$ cat config.mk
export PLATFORM = sky130hd
export DESIGN_NAME = time_score_display
export DESIGN_NICKNAME = d
export VERILOG_FILES = /design/src/rtl/time_score_display.sv
export SDC_FILE = /design/constraint.sdc
export NUM_CORES = 1
export LEC_CHECK = 0
export CAP_MARGIN = 20
export CORE_UTILIZATION = 55
export CTS_CLUSTER_DIAMETER = 30
export DETAILED_ROUTE_END_ITERATION = 10
export PLACE_DENSITY = 0.79
export SETUP_SLACK_MARGIN = 0.4
export SLEW_MARGIN = 30
export SYNTH_ARGS = -nofsm -noshare
export SYNTH_HDL_FRONTEND = slang
export SYNTH_SLANG_ARGS = --single-unit
$ cat constraint.sdc
create_clock -name clk -period 4.8 [get_ports clk]
set_input_delay 0.96 -clock clk [delete_from_list [all_inputs] [get_ports clk]]
set_output_delay 0.96 -clock clk [all_outputs]
set_load 0.005 [all_outputs]
$ cat src/rtl/time_score_display.sv
// rtl/time_score_display.sv - time/score BCD conversion and 4-digit multiplexed 7-segment driver
module time_score_display #(
    parameter int SCAN_DIV       = 50000,
    parameter int BLINK_DIV      = 25000000,
    parameter bit SEG_ACTIVE_LOW = 1'b1
) (
    input  logic       clk,
    input  logic       reset,
    input  logic [7:0] seconds,
    input  logic [7:0] score,
    input  logic       time_up,
    output logic [6:0] seg,
    output logic [3:0] an,
    output logic       bcd_valid
);

    localparam int SW = (SCAN_DIV > 1) ? $clog2(SCAN_DIV) : 1;
    localparam int BW = (BLINK_DIV > 1) ? $clog2(BLINK_DIV) : 1;
    localparam logic [SW-1:0] SCAN_MAX  = SW'(SCAN_DIV - 1);
    localparam logic [BW-1:0] BLINK_MAX = BW'(BLINK_DIV - 1);
    localparam logic [6:0]    SEG_OFF   = SEG_ACTIVE_LOW ? 7'h7F : 7'h00;
    localparam logic [3:0]    AN_OFF    = SEG_ACTIVE_LOW ? 4'hF : 4'h0;

    typedef enum logic [1:0] {IDLE, SHIFT_T, SHIFT_S, COMMIT} state_t;

    state_t      r_state, w_state_nxt;
    logic [2:0]  r_bit_cnt;
    logic        w_last_bit;
    logic [15:0] r_work, w_work_step;
    logic [7:0]  r_score_op;
    logic [7:0]  r_time_bcd;
    logic [15:0] r_digits;
    logic [SW-1:0] r_scan_cnt;
    logic [1:0]  r_scan_idx;
    logic [BW-1:0] r_blink_cnt;
    logic        r_blink_off;
    logic [6:0]  r_seg;
    logic [3:0]  r_an;
    logic [3:0]  w_nibble;
    logic [6:0]  w_pat;
    logic [3:0]  w_onehot;
    logic        w_blank;

    function automatic logic [7:0] clamp99(input logic [7:0] v);
        return (v > 8'd99) ? 8'd99 : v;
    endfunction

    // One double-dabble step on {bcd[15:8], binary[7:0]}: adjust BCD nibbles, then shift.
    function automatic logic [15:0] dd_step(input logic [15:0] v);
        logic [15:0] a;
        a = v;
        if (a[11:8] >= 4'd5)
            a[11:8] = a[11:8] + 4'd3;
        if (a[15:12] >= 4'd5)
            a[15:12] = a[15:12] + 4'd3;
        return {a[14:0], 1'b0};
    endfunction

    function automatic logic [6:0] decode(input logic [3:0] d);
        case (d)
            4'd0:    return 7'h3F;
            4'd1:    return 7'h06;
            4'd2:    return 7'h5B;
            4'd3:    return 7'h4F;
            4'd4:    return 7'h66;
            4'd5:    return 7'h6D;
            4'd6:    return 7'h7D;
            4'd7:    return 7'h07;
            4'd8:    return 7'h7F;
            4'd9:    return 7'h6F;
            default: return 7'h00;
        endcase
    endfunction

    assign w_work_step = dd_step(r_work);
    assign w_last_bit  = (r_bit_cnt == 3'd7);

    always_ff @(posedge clk or negedge reset) begin
        if (!reset)
            r_state <= IDLE;
        else
            r_state <= w_state_nxt;
    end

    always_comb begin
        w_state_nxt = r_state;
        bcd_valid   = 1'b0;
        case (r_state)
            IDLE:    w_state_nxt = SHIFT_T;
            SHIFT_T: if (w_last_bit) w_state_nxt = SHIFT_S;
            SHIFT_S: if (w_last_bit) w_state_nxt = COMMIT;
            COMMIT: begin
                bcd_valid   = 1'b1;
                w_state_nxt = IDLE;
            end
            default: w_state_nxt = IDLE;
        endcase
    end

    // Both operands are captured in IDLE so the committed pair is always coherent.
    always_ff @(posedge clk or negedge reset) begin
        if (!reset) begin
            r_bit_cnt  <= 3'd0;
            r_work     <= 16'h0000;
            r_score_op <= 8'h00;
            r_time_bcd <= 8'h00;
            r_digits   <= 16'h0000;
        end else begin
            case (r_state)
                IDLE: begin
                    r_bit_cnt  <= 3'd0;
                    r_work     <= {8'h00, clamp99(seconds)};
                    r_score_op <= clamp99(score);
                end
                SHIFT_T: begin
                    r_bit_cnt <= r_bit_cnt + 3'd1;
                    if (w_last_bit) begin
                        r_time_bcd <= w_work_step[15:8];
                        r_work     <= {8'h00, r_score_op};
                    end else begin
                        r_work <= w_work_step;
                    end
                end
                SHIFT_S: begin
                    r_bit_cnt <= r_bit_cnt + 3'd1;
                    r_work    <= w_work_step;
                end
                COMMIT:  r_digits <= {r_time_bcd, r_work[15:8]};
                default: r_bit_cnt <= 3'd0;
            endcase
        end
    end

    always_ff @(posedge clk or negedge reset) begin
        if (!reset) begin
            r_scan_cnt <= '0;
            r_scan_idx <= 2'd0;
        end else if (r_scan_cnt == SCAN_MAX) begin
            r_scan_cnt <= '0;
            r_scan_idx <= r_scan_idx + 2'd1;
        end else begin
            r_scan_cnt <= r_scan_cnt + 1'b1;
        end
    end

    always_ff @(posedge clk or negedge reset) begin
        if (!reset) begin
            r_blink_cnt <= '0;
            r_blink_off <= 1'b0;
        end else if (!time_up) begin
            r_blink_cnt <= '0;
            r_blink_off <= 1'b0;
        end else if (r_blink_cnt == BLINK_MAX) begin
            r_blink_cnt <= '0;
            r_blink_off <= ~r_blink_off;
        end else begin
            r_blink_cnt <= r_blink_cnt + 1'b1;
        end
    end

    // Gating with time_up lets the time digits return the moment the flag drops.
    assign w_blank  = time_up & r_blink_off & r_scan_idx[1];
    assign w_nibble = r_digits[{r_scan_idx, 2'b00} +: 4];
    assign w_pat    = w_blank ? 7'h00 : decode(w_nibble);
    assign w_onehot = 4'b0001 << r_scan_idx;

    always_ff @(posedge clk or negedge reset) begin
        if (!reset) begin
            r_seg <= SEG_OFF;
            r_an  <= AN_OFF;
        end else begin
            r_seg <= SEG_ACTIVE_LOW ? ~w_pat : w_pat;
            r_an  <= SEG_ACTIVE_LOW ? ~w_onehot : w_onehot;
        end
    end

    assign seg = r_seg;
    assign an  = r_an;

endmodule

==> results by group <==
Worst setup path
  • R2R setup slack: 2.62 ns
  • Critical Path Start Type: register
  • WS Path Type: reg -> out
  • CP max stage delay: 0.71 ns
  • Worst flop-to-flop path startpoint: r_state[0]
  • CP required: 3.84 ns
  • R2R cell count: 5
  • CP max stage cell: ha_1
  • Reg2reg end: r_work[11]
  • Critical Path End Type: primary output
  • Critical path peak fanout: 17
  • Crit path DAT: 2.17 ns
  • CP cell instances: ha_1 > clkdlybuf4s50_1

Route
  • Avg Vias per Cell: 5.67
  • Routed via count: 3720
  • Antenna-violating nets left: 0
  • Pre-antenna DRT Iters: 4
  • Drt total wl: 9.74 mm
  • DRC violations left: 0
  • First DRT Iteration DRCs: 177
  • Routed length per instance: 14.8 um

Timing
  • Worst Skew: 0.0153 ns
  • Worst-margin pin slew: 0.917 ns
  • Fin. max-slew vios: 0
  • Fin. Hold Viols: 0
  • Slew HR: 38.9%
  • Fmax: 320 MHz
  • RSZ-0062 raised after global routing: no
  • Setup-failing EPs final: 0
  • Setup TNS: 0 ns
  • Final min period: 3.13 ns
  • Final period util: 65.1%

Placement
  • Post-DP HPWL: 6.86 mm
  • Placed Instances: 640
  • IO buf count: 30
  • Placed cell area: 0.00565 mm2
  • GP Congestion: 0.806

Synth
  • Synth Flop Type: dfrtp_1
  • Commonest cells in the netlist: dfrtp_1 (97), nand2_1 (47), nor2_1 (37)
  • Synth cell types: 49
  • Most frequent cell after synthesis: dfrtp_1
  • Post-Synthesis Cells: 498
  • Ys async rst share: 100%
  • Area leader, netlist: dfrtp_1
  • Mapped cell area: 0.00526 mm2
  • Dominant cells by area after synthesis: dfrtp_1 (46%), dfstp_2 (5.5%), ha_1 (5.5%), mux2_2 (5.1%), xnor2_1 (3.5%)
  • Post-Syn Nets: 540
  • Area share of the largest cell type after synthesis: 46.2%
  • Seq/Total Area, Yosys: 51.7%
  • Avg Cell Area, Syn: 10.6 um2
  • Post-synth EDFFs: 0
  • Warnings, synthesis: 0
  • Synth Register Bits: 108

Clocking
  • CTS Sinks: 108
  • CTS buffer count: 9
  • Worst-Skew Late Latency: 0.38 ns
  • Worst-path clk slew: 0.11 ns
  • Post-CTS Setup Inserts: 0
  • Post-CTS sizing: 0
  • CTS max path bufs: 2
  • Post-CTS Hold Buffers: 0
  • CTS H-tree depth: 3
  • Root buf cell: clkbuf_8
  • CTS tree: yes

Pwr
  • LEAKAGE: 2.51 nW
  • Switch Pwr: 0.499 mW
  • Sequential group share of total power: 54.5%
  • Clock network power share: 30.3%
  • Pint: 1.50 mW
  • P per Cell Area: 340 mW/mm2
  • Net Sw Frac: 24.9%
  • VDD IR max: 0.192 mV
  • Combinational power share: 15.2%

Worst hold path
  • Hold_sp: r_time_bcd[7]
  • Hold crit path type: reg -> reg
  • Hold path cells: 2
  • End of the worst hold path: r_time_bcd[7]

Floorplanning
  • Die Span X: 99.8 um
  • Rows: 35
  • DIE HEIGHT: 99.8 um
  • Core area: 0.00924 mm2
  • # IOs: 31
  • Effective utilization at floorplan: 56.9%
  • Die footprint: 0.00995 mm2

Global routing
  • First-pass GRT wire length: 17.1 mm
  • GRT Total Usage: 21.8%
  • Largest net degree at the start of global routing: 72
  • Total grt overflow: 0
  • Number of global-route vias before repair: 3773
  • Initial antenna violation count: 0

Cells and area
  • Non-Filler Instances: 656
  • Layout cells sized above 1: 12.1%
  • Area Overhead vs Synth: 11.9%
  • Fin area: 0.00588 mm2
  • Layout Nets: 564
  • Ant diodes: 0

Status
  • Status: complete, no violations

Flow run
  • Max Cap Viol: 0
==> layer usage <==
layer | up-vias | track usage (%) | part of all wire [%] | routed length [um]
li1 | 1799 | - | - | -
met1 | 1841 | 27.9 | 44 | 4250
met2 | 66 | 37.2 | 51 | 4990
met3 | 14 | 4.46 | 3.7 | 358
met4 | 0 | 7.13 | 1.4 | 135
met5 | - | 0 | 0 | 0
==> how the worst max path moves through the flow <==
stage,startpoint,endpoint,slack [ns],cells past startpoint
floorplan,r_scan_idx[0],seg[2],2.83,7
global route,r_state[0],bcd_valid,1.56,2
finish,r_state[0],bcd_valid,1.67,2
CTS,r_state[0],bcd_valid,1.67,2
global placement,r_state[0],bcd_valid,2.15,2
detailed placement,r_state[0],bcd_valid,2.08,2
==> placed cells by master (no fill, tap or decap), types with 5 or more instances in the layout <==
cell type and instances:
clkdlybuf4s50_1 29, or3_1 9, dfstp_2 11, nand2b_1 5, xnor2_1 21, o31ai_1 9
mux2_2 24, ha_1 23, and4_1 5, a21oi_1 25, nor2_1 37, nand4_1 9
nand3_1 19, inv_1 30, dfrtp_1 97, or4_1 6, clkbuf_8 9, o21ai_0 31
nor3_1 10, xor2_1 8, nand2_1 47
==> logic make-up after synthesis <==
group	synth area share, %
XOR/XNOR	4.83
AND/OR/NAND/NOR	16.8
buffers and inverters	3.69
adder cells (fa/ha/maj)	5.47
AO/OA/AOI/OAI	10.1
multiplexers	7.43
flip-flops	51.7
==> state kept, by name (all words and copies together) (netlist names), 4 cells and up <==
signal,cells
r_blink_cnt,25
an,4
r_digits,16
r_time_bcd,8
r_scan_cnt,16
seg,7
r_work,16
r_score_op,8
==> cell type report <==
cell class              count  area, um2
inverters                  30        113
flip-flops and latches    108       2720
fillers                   731       3360
well taps                 129        161
clock buffers               9        124
repair buffers             32        317
clock inverters             7        101
multi-input cells         341       2350
==> power by group through the flow <==
stage | clock network, mW | registers (mW) | logic [mW]
after global routing | 0.655 | 1.10 | 0.341
after CTS | 0.624 | 1.09 | 0.307
after detailed placement | 0 | 1.11 | 0.305
after floorplan | 0 | 1.09 | 0.187
after global placement | 0 | 1.10 | 0.291
final | 0.607 | 1.09 | 0.304
==> critical path, delay by kind of cell, from the launching register on <==
kind,cells,cell delay [ns]
fa+ha+maj,1,0.71
buf+inv,1,0.65
flops,1,0.43
==> per-stage QoR <==
stage	hold WS [ns]	setup slack, ns	util [%]	total power [mW]
after floorplan	0.444	2.83	-	1.28
after detailed placement	0.470	2.08	61.2	1.42
after CTS	0.492	1.67	63.6	2.02
final	0.486	1.67	63.7	2.00
after global routing	0.522	1.56	63.7	2.10
after global placement	0.457	2.15	61.2	1.39
(Power assumes the default switching activity.)
